==> src/rtl/ex_muldiv_unit_if.sv <==
// Operand, control and result bundle between the EX stage and the
// iterative multiply/divide unit.
interface ex_muldiv_unit_if #(
  parameter int WIDTH = 32
);
  logic             start;
  logic [1:0]       op;
  logic [WIDTH-1:0] operand_a;
  logic [WIDTH-1:0] operand_b;
  logic             flush;
  logic             hi_we;
  logic             lo_we;
  logic [WIDTH-1:0] wdata;
  logic             busy;
  logic             done;
  logic [WIDTH-1:0] hi;
  logic [WIDTH-1:0] lo;

  modport master (
    output start, op, operand_a, operand_b, flush, hi_we, lo_we, wdata,
    input  busy, done, hi, lo
  );

  modport slave (
    input  start, op, operand_a, operand_b, flush, hi_we, lo_we, wdata,
    output busy, done, hi, lo
  );
endinterface

==> src/rtl/ex_muldiv_unit.sv <==
// Iterative MIPS multiply/divide unit (MULT/MULTU/DIV/DIVU) with HI/LO.
// Operands are reduced to magnitudes at launch, WIDTH iterations of
// shift-add (multiply) or restoring division run in RUN, and signs are
// reapplied on the FINISH edge when HI/LO are written.
//
// state  | meaning
// IDLE   | waiting for start; MTHI/MTLO writes accepted
// RUN    | one multiplier / quotient bit per edge, WIDTH edges
// FINISH | sign fix-up, HI/LO update, done pulse
module ex_muldiv_unit #(
  parameter int WIDTH = 32
) (
  input  logic              clk,
  input  logic              rst_n,
  ex_muldiv_unit_if.slave   bus
);

  localparam int CW = $clog2(WIDTH) + 1;
  localparam logic [CW-1:0] LAST_ITER = CW'(WIDTH - 1);

  typedef enum logic [1:0] {
    IDLE   = 2'd0,
    RUN    = 2'd1,
    FINISH = 2'd2
  } state_t;

  state_t             state_q;
  logic [CW-1:0]      cnt_q;
  logic               busy_q;
  logic               done_q;
  logic [WIDTH-1:0]   hi_q;
  logic [WIDTH-1:0]   lo_q;

  logic               is_div_q;
  logic               sa_q;
  logic               sb_q;
  logic [WIDTH-1:0]   a_q;
  logic [WIDTH-1:0]   mag_a_q;
  logic [WIDTH-1:0]   mag_b_q;
  logic [2*WIDTH-1:0] prod_q;
  logic [WIDTH:0]     rem_q;
  logic [WIDTH-1:0]   quo_q;

  logic               sa_d;
  logic               sb_d;
  logic [WIDTH-1:0]   mag_a_d;
  logic [WIDTH-1:0]   mag_b_d;
  logic [WIDTH:0]     mul_sum_d;
  logic [2*WIDTH-1:0] prod_d;
  logic [WIDTH+1:0]   div_shift_d;
  logic [WIDTH+1:0]   div_diff_d;
  logic               div_ok_d;
  logic [WIDTH:0]     rem_d;
  logic [WIDTH-1:0]   quo_d;
  logic [2*WIDTH-1:0] prod_res_d;
  logic [WIDTH-1:0]   quo_res_d;
  logic [WIDTH-1:0]   rem_res_d;

  // Launch-time sign extraction and magnitudes; 0x80000000 negates to itself,
  // which is the correct unsigned magnitude.
  always_comb begin
    sa_d    = ~bus.op[0] & bus.operand_a[WIDTH-1];
    sb_d    = ~bus.op[0] & bus.operand_b[WIDTH-1];
    mag_a_d = sa_d ? -bus.operand_a : bus.operand_a;
    mag_b_d = sb_d ? -bus.operand_b : bus.operand_b;
  end

  // One iteration of each datapath plus the final sign fix-up.
  // The shift/subtract is WIDTH+2 bits so the top bit is a clean borrow.
  always_comb begin
    mul_sum_d   = {1'b0, prod_q[2*WIDTH-1:WIDTH]} + {1'b0, mag_a_q};
    prod_d      = prod_q[0] ? {mul_sum_d, prod_q[WIDTH-1:1]}
                            : {1'b0, prod_q[2*WIDTH-1:1]};
    div_shift_d = {rem_q, quo_q[WIDTH-1]};
    div_diff_d  = div_shift_d - {2'b00, mag_b_q};
    div_ok_d    = ~div_diff_d[WIDTH+1];
    rem_d       = div_ok_d ? div_diff_d[WIDTH:0] : div_shift_d[WIDTH:0];
    quo_d       = {quo_q[WIDTH-2:0], div_ok_d};
    prod_res_d  = (sa_q ^ sb_q) ? -prod_q : prod_q;
    quo_res_d   = (sa_q ^ sb_q) ? -quo_q : quo_q;
    rem_res_d   = sa_q ? -rem_q[WIDTH-1:0] : rem_q[WIDTH-1:0];
  end

  // Sequencer, datapath registers and HI/LO.
  always_ff @(posedge clk or negedge rst_n) begin
    if (!rst_n) begin
      state_q  <= IDLE;
      cnt_q    <= '0;
      busy_q   <= 1'b0;
      done_q   <= 1'b0;
      hi_q     <= '0;
      lo_q     <= '0;
      is_div_q <= 1'b0;
      sa_q     <= 1'b0;
      sb_q     <= 1'b0;
      a_q      <= '0;
      mag_a_q  <= '0;
      mag_b_q  <= '0;
      prod_q   <= '0;
      rem_q    <= '0;
      quo_q    <= '0;
    end else begin
      done_q <= 1'b0;
      case (state_q)
        IDLE: begin
          if (bus.hi_we) hi_q <= bus.wdata;
          if (bus.lo_we) lo_q <= bus.wdata;
          if (bus.start && !bus.flush) begin
            state_q  <= RUN;
            busy_q   <= 1'b1;
            cnt_q    <= '0;
            is_div_q <= bus.op[1];
            sa_q     <= sa_d;
            sb_q     <= sb_d;
            a_q      <= bus.operand_a;
            mag_a_q  <= mag_a_d;
            mag_b_q  <= mag_b_d;
            prod_q   <= {{WIDTH{1'b0}}, mag_b_d};
            rem_q    <= '0;
            quo_q    <= mag_a_d;
          end
        end
        RUN: begin
          if (bus.flush) begin
            state_q <= IDLE;
            busy_q  <= 1'b0;
          end else begin
            if (is_div_q) begin
              rem_q <= rem_d;
              quo_q <= quo_d;
            end else begin
              prod_q <= prod_d;
            end
            cnt_q <= cnt_q + 1'b1;
            if (cnt_q == LAST_ITER) state_q <= FINISH;
          end
        end
        FINISH: begin
          state_q <= IDLE;
          busy_q  <= 1'b0;
          if (!bus.flush) begin
            done_q <= 1'b1;
            if (!is_div_q) begin
              hi_q <= prod_res_d[2*WIDTH-1:WIDTH];
              lo_q <= prod_res_d[WIDTH-1:0];
            end else if (mag_b_q == '0) begin
              hi_q <= a_q;
              lo_q <= '1;
            end else begin
              hi_q <= rem_res_d;
              lo_q <= quo_res_d;
            end
          end
        end
        default: begin
          state_q <= IDLE;
          busy_q  <= 1'b0;
        end
      endcase
    end
  end

  assign bus.busy = busy_q;
  assign bus.done = done_q;
  assign bus.hi   = hi_q;
  assign bus.lo   = lo_q;

endmodule

==> src/flat_wrapper.sv <==
// flat-port wrapper written by rule: the top's interface ports become plain ports
module ex_muldiv_unit_flat 
#(
  parameter int WIDTH = 32
)
  (clk, rst_n, bus_start, bus_op, bus_operand_a, bus_operand_b, bus_flush, bus_hi_we, bus_lo_we, bus_wdata, bus_busy, bus_done, bus_hi, bus_lo);
  ex_muldiv_unit_if #(.WIDTH(WIDTH)) bus_i ();
  input  logic clk;
  input  logic rst_n;
  input wire logic [$bits(bus_i.start)-1:0] bus_start;
  input wire logic [$bits(bus_i.op)-1:0] bus_op;
  input wire logic [$bits(bus_i.operand_a)-1:0] bus_operand_a;
  input wire logic [$bits(bus_i.operand_b)-1:0] bus_operand_b;
  input wire logic [$bits(bus_i.flush)-1:0] bus_flush;
  input wire logic [$bits(bus_i.hi_we)-1:0] bus_hi_we;
  input wire logic [$bits(bus_i.lo_we)-1:0] bus_lo_we;
  input wire logic [$bits(bus_i.wdata)-1:0] bus_wdata;
  output wire logic [$bits(bus_i.busy)-1:0] bus_busy;
  output wire logic [$bits(bus_i.done)-1:0] bus_done;
  output wire logic [$bits(bus_i.hi)-1:0] bus_hi;
  output wire logic [$bits(bus_i.lo)-1:0] bus_lo;
  assign bus_i.start = bus_start;
  assign bus_i.op = bus_op;
  assign bus_i.operand_a = bus_operand_a;
  assign bus_i.operand_b = bus_operand_b;
  assign bus_i.flush = bus_flush;
  assign bus_i.hi_we = bus_hi_we;
  assign bus_i.lo_we = bus_lo_we;
  assign bus_i.wdata = bus_wdata;
  assign bus_busy = bus_i.busy;
  assign bus_done = bus_i.done;
  assign bus_hi = bus_i.hi;
  assign bus_lo = bus_i.lo;
  ex_muldiv_unit #(.WIDTH(WIDTH)) u_core (.clk(clk), .rst_n(rst_n), .bus(bus_i));
endmodule
==> config.mk <==
export PLATFORM = sky130hd
export DESIGN_NAME = ex_muldiv_unit_flat
export DESIGN_NICKNAME = d
export VERILOG_FILES = /design/src/rtl/ex_muldiv_unit_if.sv /design/src/rtl/ex_muldiv_unit.sv /design/src/flat_wrapper.sv
export SDC_FILE = /design/constraint.sdc
export NUM_CORES = 1
export LEC_CHECK = 0
export ABC_CLOCK_PERIOD_IN_PS = 4050
export CAP_MARGIN = 20
export CORE_MARGIN = 2
export CORE_UTILIZATION = 50
export CTS_CLUSTER_DIAMETER = 120
export DETAILED_ROUTE_END_ITERATION = 6
export PLACE_DENSITY = 0.7
export SKIP_LAST_GASP = 1
export SLEW_MARGIN = 20
export SYNTH_ARGS = -nofsm -noshare
export SYNTH_HDL_FRONTEND = slang
export SYNTH_SLANG_ARGS = --single-unit
==> constraint.sdc <==
create_clock -name clk -period 4.05 [get_ports clk]
set_input_delay 0.81 -clock clk [delete_from_list [all_inputs] [get_ports clk]]
set_output_delay 0.81 -clock clk [all_outputs]
set_load 0.1 [all_outputs]
* Yosys cells after proc, flatten, opt, wreduce, memory -nomap -nowiden
Cells that the tools add are included.
** Storage, ports and cells
- Register bits :: 302
- Logic and storage cells :: 95
** Operators by class
- Bitwise logic cells :: 5
- Mux-type cells :: 41
- Equal/unequal tests :: 12
- Add/subtract/negate cells :: 8
- Reduce and logical (&&, ||, !) cells :: 14
** Operators with widths (number)
- $mux W32 :: 15
- $mux W64 :: 5
- $pmux W32 S2 :: 3
- $mux W33 :: 4
- $neg A32 Y32 :: 4
- $pmux W64 S2 :: 1
- $pmux W33 S2 :: 1
- $neg A64 Y64 :: 1
- $sub A34 B32 Y34 :: 1
- $add A32 B32 Y33 :: 1
- $logic_not A32 Y1 :: 1
- $mux W6 :: 2
- $ne A2 B2 Y1 const B :: 6
- $pmux W6 S2 :: 1
- $reduce_and A3 Y1 :: 3
- $reduce_and A4 Y1 :: 2
- $add A6 B1 Y6 const B :: 1
- $eq A6 B5 Y1 const B :: 1
- $mux W2 :: 3
- $reduce_and A2 Y1 :: 3
- $mux W1 :: 4
- $ne A2 B1 Y1 const B :: 2
- $pmux W2 S2 :: 1
- $reduce_bool A2 Y1 :: 2
- 10 further kinds :: 12

* Depth between registers and ports, before layout
Gate-level depths: netlist of run 1.
- Word-level depth :: 6
- Mapped depth :: 13

* Worst setup path after synthesis of run 1
OpenSTA, ideal clock, no wires.
- Path kind :: input to register
- Start :: input port bus_operand_b[18]
- End :: register u_core.prod_q[29]
- Path slack :: 1.145 ns
- Data arrival time :: 2.776 ns
- Setup time :: 0.129 ns
- Stages on the path :: 9
- Path buffers :: 0
- Cells stage by stage :: or4_1 -> or3_1 -> nor4_2 -> nand2_1 -> o41ai_2 -> xor2_1 -> nor2_1 -> a21oi_1 -> o21ai_1
** On the way
- Word-level cells in the longest chain between the ends :: 4
** Ends and longest elaborated chain
- start: declaration :: RTL line flat_wrapper.sv:13 : input wire logic [$bits(bus_i.operand_b)-1:0] bus_operand_b;
- $neg A32 Y32 :: RTL line ex_muldiv_unit.sv:65 : mag_b_d = sb_d ? -bus.operand_b : bus.operand_b;
- $mux W32 :: RTL line ex_muldiv_unit.sv:65
- $mux W64 :: RTL line ex_muldiv_unit.sv:108 : if (bus.start && !bus.flush) begin
- $pmux W64 S2 :: RTL line ex_muldiv_unit.sv:104 : case (state_q)
- end signal: assignment :: RTL line ex_muldiv_unit.sv:118 : prod_q <= {{WIDTH{1'b0}}, mag_b_d};
- end signal: assignment :: RTL line ex_muldiv_unit.sv:132 : prod_q <= prod_d;
- end: declaration :: RTL line ex_muldiv_unit.sv:40 : logic [2*WIDTH-1:0] prod_q;
Every way passes these cells. The select of a mux whose other input is x is not followed.
A chain may end at the register's enable or synchronous reset.

* Worst setup path in the final report of run 1
- Start :: register u_core.quo_q[31]
- End :: register u_core.rem_q[32]
** On the way
- Word-level cells in the longest chain between the ends :: 5
** Ends and longest elaborated chain
- start: declaration :: RTL line ex_muldiv_unit.sv:42 : logic [WIDTH-1:0] quo_q;
- start signal: assignment :: RTL line ex_muldiv_unit.sv:120 : quo_q <= mag_a_d;
- start signal: assignment :: RTL line ex_muldiv_unit.sv:130 : quo_q <= quo_d;
- $sub A34 B32 Y34 :: RTL line ex_muldiv_unit.sv:75 : div_diff_d = div_shift_d - {2'b00, mag_b_q};
- $mux W33 :: RTL line ex_muldiv_unit.sv:77 : rem_d = div_ok_d ? div_diff_d[WIDTH:0] : div_shift_d[WIDTH:0];
- $mux W33 :: RTL line ex_muldiv_unit.sv:128 : if (is_div_q) begin
- $mux W33 :: RTL line ex_muldiv_unit.sv:124 : if (bus.flush) begin
- $pmux W33 S2 :: RTL line ex_muldiv_unit.sv:104
- end signal: assignment :: RTL line ex_muldiv_unit.sv:129 : rem_q <= rem_d;
- end: declaration :: RTL line ex_muldiv_unit.sv:41 : logic [WIDTH:0] rem_q;
Every way passes these cells. The select of a mux whose other input is x is not followed.

==> metrics.yaml, run 1 <==
status: "finished clean"
hold_viol_final: 0
wl_um: 76150
syn_inst: 2575
vias: 20600
start_util_pct: 50.78
p_leak_nw: 10.71
yosys.area_share.simple_pct: 19.40
r2r-end: "u_core.rem_q[32]"
power_frac_comb_pct: 39.0
path_delay_family: "compound AO/OA/AOI/OAI gates"
worst-path-buf-inv: 2
numPortBuffers: 169
grt_max_degree: 103
total_power_mw: 13.05
cts.sinks: 301
reg2reg_from: "u_core.quo_q[31]"
dieWidth_um: 207.9
fp-row-count: 74
synth_top_area_share_pct: 36.25
fp.coreArea_mm2: 0.04092
hpwl_um: 58280
synth_top_family_by_area: "compound AO/OA/AOI/OAI gates"
place_ws_ns: 0.3200
synth_edf_count: 0
max_stage_delay_ns: 0.63
rsz0062_at_grt: "no"
areaGrowthSynthToFinish_pct: 18.60
slowest_stage: "a21oi_1"
slew_headroom_pct: 32.08
yosys_warnings: 0
wl_per_cell_um: 23.30
gp_congestion: 1.017
ys_types: 88
use_met3_pct: 5.567
drv_slew: 0
worst_slack_ns: 0.4333
hold_ws_ns: 0.2748
cp_max_fo: 5
cts_root_buf: "clkbuf_16"
p_clk_share_pct: 28.1
synth_nets: 2751
io_pins: 170
fin_area_mm2: 0.02464
syn_area_mm2: 0.02078
worst_slew_pin_slew_ns: 1.016
met2_usage_pct: 51.79
clockBufferDepth: 3
grt_overflow: 0
insertion_delay_ns: 0.56
synthMuxAreaShare_pct: 2.505
skew_ns: 0.01800
use_met1_pct: 47.87
layout-drive-gt1-share_pct: 7.380
antenna_found_initial: 0
p_sw_mw: 5.449
fmax_mhz: 276.5
htree_levels: 2
busiest_layer: "met2"
crit_type: "reg -> reg"
synth_area_leaders: "dfrtp_1 (36%), nand2_1 (7.6%), o21ai_0 (7.2%)"
worstSetupStartpointType: "flip-flop"
fin_nets: 2887
fillers: 3639
dpl_cell_area_mm2: 0.02331
cts_tree: "yes"
critPathMostFrequentCell: "o211ai_1"
drv_cap: 0
reg2reg_depth: 12
postRouteAntennaNets: 0
avgSynthCellArea_um2: 8.070
die_area_mm2: 0.04321
viasPerCell: 6.300
fin_setup_tns_ns: 0
path_clk_slew_ns: 0.07
postCtsSetupBuffers: 0
antenna_cells: 0
first_pass_iters: 6
yosys_most_used_dff: "dfrtp_1"
swShare_pct: 41.74
yosysSeqAreaShare_pct: 36.25
crit_required_ns: 4.45
async_flop_share_pct: 100.0
intPower_mw: 7.605
share_seq_of_total_power_pct: 32.9
yosys.area.top_type: "dfrtp_1"
hold_buffers: 0
setup_viol: 0
period_minus_slack_ns: 3.617
crit_chain: "inv_1 > ha_1 > inv_1 > fa_1 > a21oi_1 > o211ai_1 > o211ai_1 > a2111oi_0 > a21oi_1 > o211ai_1 > a2111oi_0 > o41ai_1"
synth_compound_area_share_pct: 23.16
ctsResizeCount: 0
drcViolationCount: 0
irDropWorstVdd_mv: 0.3785
synthAdderAreaFrac_pct: 4.408
fin_crit_sh_pct: 89.30
hp-class: "in -> async"
synthXorXnorAreaFrac_pct: 10.04
power_density_mw_per_mm2: 529.7
r2r_slack_ns: 0.43
die_y_um: 207.9
grt_pass1_wl_um: 116600
synth_seq_cells: 301
cp_data_arrival_time_ns: 4.01
cts_buffers: 36
endpoint_kind: "flip-flop"
first_global_vias: 19440
drtIter0Drc: 2104
grt.total_usage_pct: 34.72
-- synthesized netlist by cell type, drive strengths merged (23+ instances only) --
master / instances
o221ai: 24
nor2: 216
xnor2: 120
nor4: 32
xor2: 116
o211ai: 23
dfrtp: 301
nand3: 32
a31oi: 53
a21o: 25
mux2i: 43
or3: 25
clkbuf: 125
o31ai: 38
ha: 70
buf: 25
inv: 75
o21ai: 312
nor3: 54
a21oi: 214
nand2: 422
-- cell usage in the layout, fill, tap and decap left out, drive strengths merged, types with 53 or more instances in the layout --
cell type and n:
nor3 54, a21oi 214, nor2 216, xor2 116, o21ai 312, clkdlybuf4s50 168
ha 70, nand2 422, a31oi 53, xnor2 120, inv 77, buf 80
dfrtp 301
-- state kept, by name, indices dropped and copies added (netlist names) --
name / flops
u_core.prod_q: 64
u_core.mag_a_q: 32
u_core.sa_q: 1
u_core.bus.done: 1
u_core.cnt_q: 6
u_core.is_div_q: 1
u_core.sb_q: 1
u_core.a_q: 31
u_core.rem_q: 33
u_core.quo_q: 32
u_core.bus.lo: 32
u_core.state_q: 2
u_core.mag_b_q: 32
u_core.bus.busy: 1
u_core.bus.hi: 32
-- power groups by stage --
stage	registers [mW]	logic, mW	clock network [mW]
6_report	4.30	5.09	3.67
5_1_grt	4.36	5.51	3.80
4_1_cts	4.27	5.00	3.68
3_5_place_dp	4.32	4.96	0
3_3_place_gp	4.30	4.87	0
2_1_floorplan	4.63	3.00	0
-- per-stage QoR --
stage	instances	utilization [%]
floorplan	2575	-
CTS	3268	60.15
detailed placement	3204	56.95
global placement	3204	56.95
finish	3269	60.22
global route	3269	60.22
-- worst reg2reg max path, delay by kind of cell, from the launching register on --
| family | cells | cell delay, ns |
|---|---|---|
| AO/OA/AOI/OAI | 8 | 2.26 |
| buffers and inverters | 2 | 0.21 |
| flip-flops | 1 | 0.38 |
| adder cells (fa/ha/maj) | 2 | 0.60 |
-- layer usage --
| metal | routed length [µm] | vias up | part of all wire (%) |
|---|---|---|---|
| met2 | 32580 | 1101 | 43 |
| met5 | 0 | - | 0 |
| met1 | 31890 | 9860 | 42 |
| met3 | 6582 | 204 | 8.6 |
| met4 | 5097 | 0 | 6.7 |
| li1 | - | 9430 | - |
-- cell type report --
class                   count  area [µm²]  area share (%)
multi-input cells        2046       12460           50.55
repair buffers            248        2385           9.677
clock inverters            18       300.3           1.218
inverters                  78       292.8           1.188
clock buffers              46        1010           4.097
well taps                 532       665.6           2.701
flip-flops and latches    301        7533           30.57
-- worst max path at each step --
stage	from	end	slack, ns	depth (start not counted)
2_1_floorplan	bus_operand_b[18]	u_core.prod_q[29]	1.14	9
3_3_place_gp	bus_operand_b[6]	u_core.prod_q[24]	0.32	10
3_5_place_dp	bus_operand_b[6]	u_core.prod_q[24]	0.32	10
4_1_cts	u_core.quo_q[31]	u_core.rem_q[32]	0.44	12
5_1_grt	u_core.quo_q[31]	u_core.rem_q[32]	0.19	12
6_report	u_core.quo_q[31]	u_core.rem_q[32]	0.43	12
-- cell families (layout without fill, tap and decap cells) --
family,Yosys count,in the layout
compound gates,802,802
simple gates,885,885
flops,301,301
fa+ha+maj,72,72
buf+inv,228,390
xor+xnor,236,236
mux,51,51
No activity file was read; power rests on OpenSTA's default activity.
==> run 2: changes to the inputs <==
SLEW_MARGIN = unset   (was 20)
==> run 2 against run 1 <==
Effect of this change: the flow now finishes with violations (DRC); global-route usage stayed put; clock power about the same; cell count is the same; combinational power is essentially flat; worst hold slack better by 0.019 ns; first-iteration DRC count up 2.1%; design area is essentially flat.
==> metrics.yaml, run 2 (synthesis gave the netlist of run 1 again) <==
grt.total_usage_pct: 34.72  # unchanged
grt_overflow: 0  # unchanged
viasPerCell: 6.294  # about the same
seq_area_mm2: 0.007533  # unchanged
insertion_delay_ns: 0.56  # about the same
htree_levels: 2  # unchanged
start_util_pct: 50.78  # unchanged
rsz0062_at_grt: "no"
worstSetupStartpointType: "flip-flop"
setup_viol: 0  # unchanged
crit_required_ns: 4.48  # +0.03 ns
drtIter0Drc: 2149  # +2.1%
intPower_mw: 7.604  # about the same
cp_max_fo: 5  # unchanged
io_pins: 170  # unchanged
power_density_mw_per_mm2: 529.5  # about the same
largest_reg_flops: 64  # unchanged
hp-class: "in -> async"
fmax_mhz: 275.3  # -0.43%
final_core_util_pct: 60.20  # about the same
die_area_mm2: 0.04321  # unchanged
r2r_slack_ns: 0.42  # -0.02 ns
slew_headroom_pct: 32.08  # about the same
hpwl_um: 58280  # unchanged
areaGrowthSynthToFinish_pct: 18.56  # about the same
cts_tree: "yes"
swShare_pct: 41.72  # about the same
path_clk_slew_ns: 0.07  # about the same
share_seq_of_total_power_pct: 33.0  # about the same
regMostFlops: "u_core.prod_q"
status: "finished, violations left"
ctsResizeCount: 0  # unchanged
hold_buffers: 0  # unchanged
grt_max_degree: 103  # unchanged
layout_common_cells: "nand2_1 (420), dfrtp_1 (300), o21ai_0 (299)"
postRouteAntennaNets: 0  # unchanged
first_pass_iters: 7  # +1
total_power_mw: 13.05  # about the same
cp_data_arrival_time_ns: 4.06  # +0.05 ns
cts.sinks: 301  # unchanged
hold_viol_final: 0  # unchanged
postCtsSetupBuffers: 0  # unchanged
violations: "DRC"
antenna_cells: 0  # unchanged
power_frac_comb_pct: 39.0  # about the same
clockBufferDepth: 3  # unchanged
grt_pass1_wl_um: 116600  # unchanged
fp.coreArea_mm2: 0.04092  # unchanged
multi_input_area_mm2: 0.01246  # unchanged
wl_um: 76280  # +0.16%
fp-row-count: 74  # unchanged
first_global_vias: 19440  # unchanged
endpoint_kind: "flip-flop"
layout_commonest_cell: "nand2_1"
fin_setup_tns_ns: 0  # unchanged
gp_congestion: 1.017  # unchanged
cts_buffers: 36  # unchanged
fin_nets: 2887  # unchanged
fin_crit_sh_pct: 89.69  # +0.39 points
drv_cap: 0  # unchanged
drv_slew: 0  # unchanged
reg_top3: "u_core.prod_q (64), u_core.rem_q (33)"
antenna_found_initial: 0  # unchanged
wl_per_cell_um: 23.33  # +0.16%
worst_slew_pin_slew_ns: 1.016  # -0.000002652 ns
vias: 20580  # -0.092%
cts_root_buf: "clkbuf_16"
layout-drive-gt1-share_pct: 7.380  # unchanged
irDropWorstVdd_mv: 0.3796  # +0.29%
p_leak_nw: 10.71  # about the same
skew_ns: 0.01806  # +0.00005710 ns
crit_type: "reg -> reg"
die_y_um: 207.9  # unchanged
p_sw_mw: 5.443  # -0.12%
period_minus_slack_ns: 3.632  # +0.01579 ns
dieWidth_um: 207.9  # unchanged
fillers: 3639  # unchanged
drcViolationCount: 6  # +6
p_clk_share_pct: 28.1  # about the same
numPortBuffers: 169  # unchanged
run 2: power by group through the flow:
stage	combinational (mW)	clock (mW)	sequential, mW
after detailed placement	4.96	0	4.32
after global placement	4.87	0	4.30
after global routing	5.51	3.80	4.36
final	5.08	3.66	4.30
after floorplan	3.00	0	4.63
after CTS	5.00	3.68	4.27
run 2: worst max-delay path: stages, from the launching register on:
cell	delay, ns
dfrtp_1	0.35
inv_1	0.10
ha_1	0.23
inv_1	0.07
fa_1	0.20
a21oi_1	0.10
o211ai_1	0.20
o211ai_1	0.21
a2111oi_0	0.74
a21oi_1	0.43
o211ai_1	0.35
a2111oi_0	0.15
o41ai_1	0.36
run 2: cell type report:
class                      count  share of cell area, %
clock inverter                18                  1.219
tap                          532                  2.702
inverter                      78                  1.188
sequential                   301                  30.58
timing repair buffer         248                  9.649
multi-input combinational   2046                  50.57
clock buffer                  46                  4.098
run 2: routing by layer:
layer | global-route usage [%] | part of all wire [%] | up-vias
li1 | - | - | 9417
met3 | 5.567 | 8.5 | 197
met2 | 51.79 | 43 | 1067
met1 | 47.87 | 42 | 9895
met4 | 20.08 | 6.5 | 0
met5 | 0 | 0 | -
run 2: path summary, 6_finish.rpt:
path	end	cells after the start	from
worst max-delay path	u_core.rem_q[32]	12	u_core.quo_q[31]
worst min-delay path	u_core.cnt_q[5]	1	rst_n
worst max register to register	u_core.rem_q[32]	12	u_core.quo_q[31]
worst min register to register	u_core.a_q[15]	2	u_core.a_q[15]
max in group asynchronous	u_core.mag_b_q[24]	2	rst_n
min in group clk	u_core.a_q[15]	2	u_core.a_q[15]
run 2: through the flow:
step | setup WS [ns] | instances | area [µm²] | hold WS [ns]
after floorplan | 1.145 | 2575 | 20780 | 0.4404
after global placement | 0.3167 | 3204 | 23310 | 0.4519
after detailed placement | 0.3200 | 3204 | 23310 | 0.4575
after CTS | 0.4377 | 3268 | 24620 | 0.3473
after global routing | 0.1878 | 3269 | 24640 | 0.3599
final | 0.4175 | 3269 | 24640 | 0.2936
==> run 3: changes to the inputs <==
SETUP_SLACK_MARGIN = 0.3   (was unset)
==> run 3 against run 2 <==
Effect of this change: the flow now finishes without violations; via count about the same; count of clock-buffer cells in the layout unchanged; sequential share of layout area about the same; largest cell class unchanged; non-clock buffer count unchanged; maximum frequency up 2.4%; total power about the same; core utilization about the same; worst hold slack worse by 0.0086 ns; clock skew up 0.00081 ns.
==> metrics.yaml, run 3 (synthesis gave the netlist of run 1 again) <==
cts_buffers: 36  # unchanged
multi_input_area_mm2: 0.01246  # about the same
total_power_mw: 13.05  # about the same
hold_viol_final: 0  # unchanged
reg_top3: "u_core.prod_q (64), u_core.rem_q (33)"
worst_slew_pin_slew_ns: 1.016  # +0.00001365 ns
vias: 20560  # -0.068%
die_y_um: 207.9  # unchanged
antenna_cells: 0  # unchanged
hpwl_um: 58280  # unchanged
layout_common_cells: "nand2_1 (420), dfrtp_1 (300), o21ai_0 (299)"
fin_area_mm2: 0.02464  # about the same
htree_levels: 2  # unchanged
dpl_cell_area_mm2: 0.02331  # unchanged
rsz0062_at_grt: "no"
start_util_pct: 50.78  # unchanged
cp_max_fo: 16  # +11
seq_area_mm2: 0.007533  # unchanged
skew_ns: 0.01887  # +0.0008139 ns
max_stage_delay_ns: 0.60  # -0.14 ns
slowest_stage: "xnor2_4"
crit_type: "reg -> reg"
fp.coreArea_mm2: 0.04092  # unchanged
die_area_mm2: 0.04321  # unchanged
drv_slew: 0  # unchanged
path_delay_family: "simple AND/OR/NAND/NOR gates"
p_leak_nw: 10.71  # about the same
worst-path-buf-inv: 1  # -1
gp_congestion: 1.017  # unchanged
wl_um: 76210  # about the same
drv_cap: 0  # unchanged
fmax_mhz: 282.0  # +2.4%
endpoint_kind: "flip-flop"
postRouteAntennaNets: 0  # unchanged
fp-row-count: 74  # unchanged
layout-drive-gt1-share_pct: 7.417  # +0.037 points
crit_required_ns: 4.44  # -0.04 ns
cts_root_buf: "clkbuf_16"
cp_data_arrival_time_ns: 3.93  # -0.13 ns
ctsResizeCount: 0  # unchanged
largest_reg_flops: 64  # unchanged
grt_pass1_wl_um: 116600  # unchanged
worstSetupStartpointType: "flip-flop"
reg2reg_from: "u_core.rem_q[24]"
fin_crit_sh_pct: 87.55  # -2.1 points
areaGrowthSynthToFinish_pct: 18.59  # about the same
io_pins: 170  # unchanged
irDropWorstVdd_mv: 0.3791  # -0.13%
path_depth: 11  # -1
period_minus_slack_ns: 3.546  # -0.08662 ns
antenna_found_initial: 0  # unchanged
status: "finished clean"
fillers: 3637  # -0.055%
reg2reg_depth: 11  # -1
path_clk_slew_ns: 0.06  # about the same
fin_setup_tns_ns: 0  # unchanged
first_pass_iters: 5  # -2
insertion_delay_ns: 0.56  # about the same
slew_headroom_pct: 32.08  # about the same
dieWidth_um: 207.9  # unchanged
power_density_mw_per_mm2: 529.5  # about the same
setup_viol: 0  # unchanged
crit_chain: "ha_1 > and4_1 > and3_4 > and3_4 > nand3_1 > o21ai_1 > o21ai_2 > xnor2_4 > buf_4 > mux2i_1 > o21ai_0"
cts_tree: "yes"
cts.sinks: 301  # unchanged
grt_overflow: 0  # unchanged
critPathMostFrequentCell: "and3_4"
grt.total_usage_pct: 34.72  # unchanged
r2r_slack_ns: 0.50  # +0.09 ns
r2r-end: "u_core.rem_q[3]"
grt_max_degree: 103  # unchanged
wl_per_cell_um: 23.31  # about the same
first_global_vias: 19440  # unchanged
regMostFlops: "u_core.prod_q"
final_core_util_pct: 60.21  # about the same
layout_commonest_cell: "nand2_1"
numPortBuffers: 169  # unchanged
hold_buffers: 0  # unchanged
drtIter0Drc: 2220  # +3.3%
fin_nets: 2887  # unchanged
postCtsSetupBuffers: 0  # unchanged
clockBufferDepth: 3  # unchanged
viasPerCell: 6.290  # about the same
drcViolationCount: 0  # -6
hp-class: "in -> async"
run 3: cell counts in the layout (fill, tap and decap cells not counted):
Identical to the previous run, type by type.
run 3: worst max path at each step:
stage / start / end / slack, ns
after floorplan: bus_operand_b[18] / u_core.prod_q[29] / 1.14
after global placement: bus_operand_b[6] / u_core.prod_q[24] / 0.32
after detailed placement: bus_operand_b[6] / u_core.prod_q[24] / 0.32
after CTS: u_core.quo_q[31] / u_core.rem_q[32] / 0.44
after global routing: u_core.mag_b_q[1] / u_core.rem_q[21] / 0.30
final: u_core.rem_q[24] / u_core.rem_q[3] / 0.50
run 3: where the power goes:
| part | switching [mW] | leakage, nW | internal [mW] |
|---|---|---|---|
| registers | 0.770 | 3.78 | 3.53 |
| clock network | 1.38 | 0.646 | 2.28 |
| logic | 3.29 | 6.29 | 1.80 |
run 3: worst register-to-register path, cell delays in order, from the launching register on:
cell	delay, ns
dfrtp_1	0.44
ha_1	0.39
and4_1	0.25
and3_4	0.22
and3_4	0.22
nand3_1	0.08
o21ai_1	0.43
o21ai_2	0.18
xnor2_4	0.60
buf_4	0.29
mux2i_1	0.20
o21ai_0	0.09
run 3: per-stage QoR:
| step | hold slack (ns) | worst slack [ns] | instances |
|---|---|---|---|
| 6_report | 0.2851 | 0.5042 | 3269 |
| 5_1_grt | 0.3599 | 0.3048 | 3269 |
| 3_3_place_gp | 0.4519 | 0.3167 | 3204 |
| 4_1_cts | 0.3473 | 0.4377 | 3268 |
| 3_5_place_dp | 0.4575 | 0.3200 | 3204 |
| 2_1_floorplan | 0.4404 | 1.145 | 2575 |
run 3: final cells by class:
| type | count | area share, % |
|---|---|---|
| Inverter | 78 | 1.188 |
| Clock buffer | 46 | 4.097 |
| Clock inverter | 18 | 1.219 |
| Sequential cell | 301 | 30.57 |
| Tap cell | 532 | 2.701 |
| Multi-Input combinational cell | 2046 | 50.58 |
| Timing Repair Buffer | 248 | 9.647 |
run 3: routing by layer:
metal	part of all wire (%)	track usage (%)	up-vias
met1	42	47.87	9846
li1	-	-	9421
met5	0	0	-
met4	6.6	20.08	0
met3	9.0	5.567	213
met2	43	51.79	1082
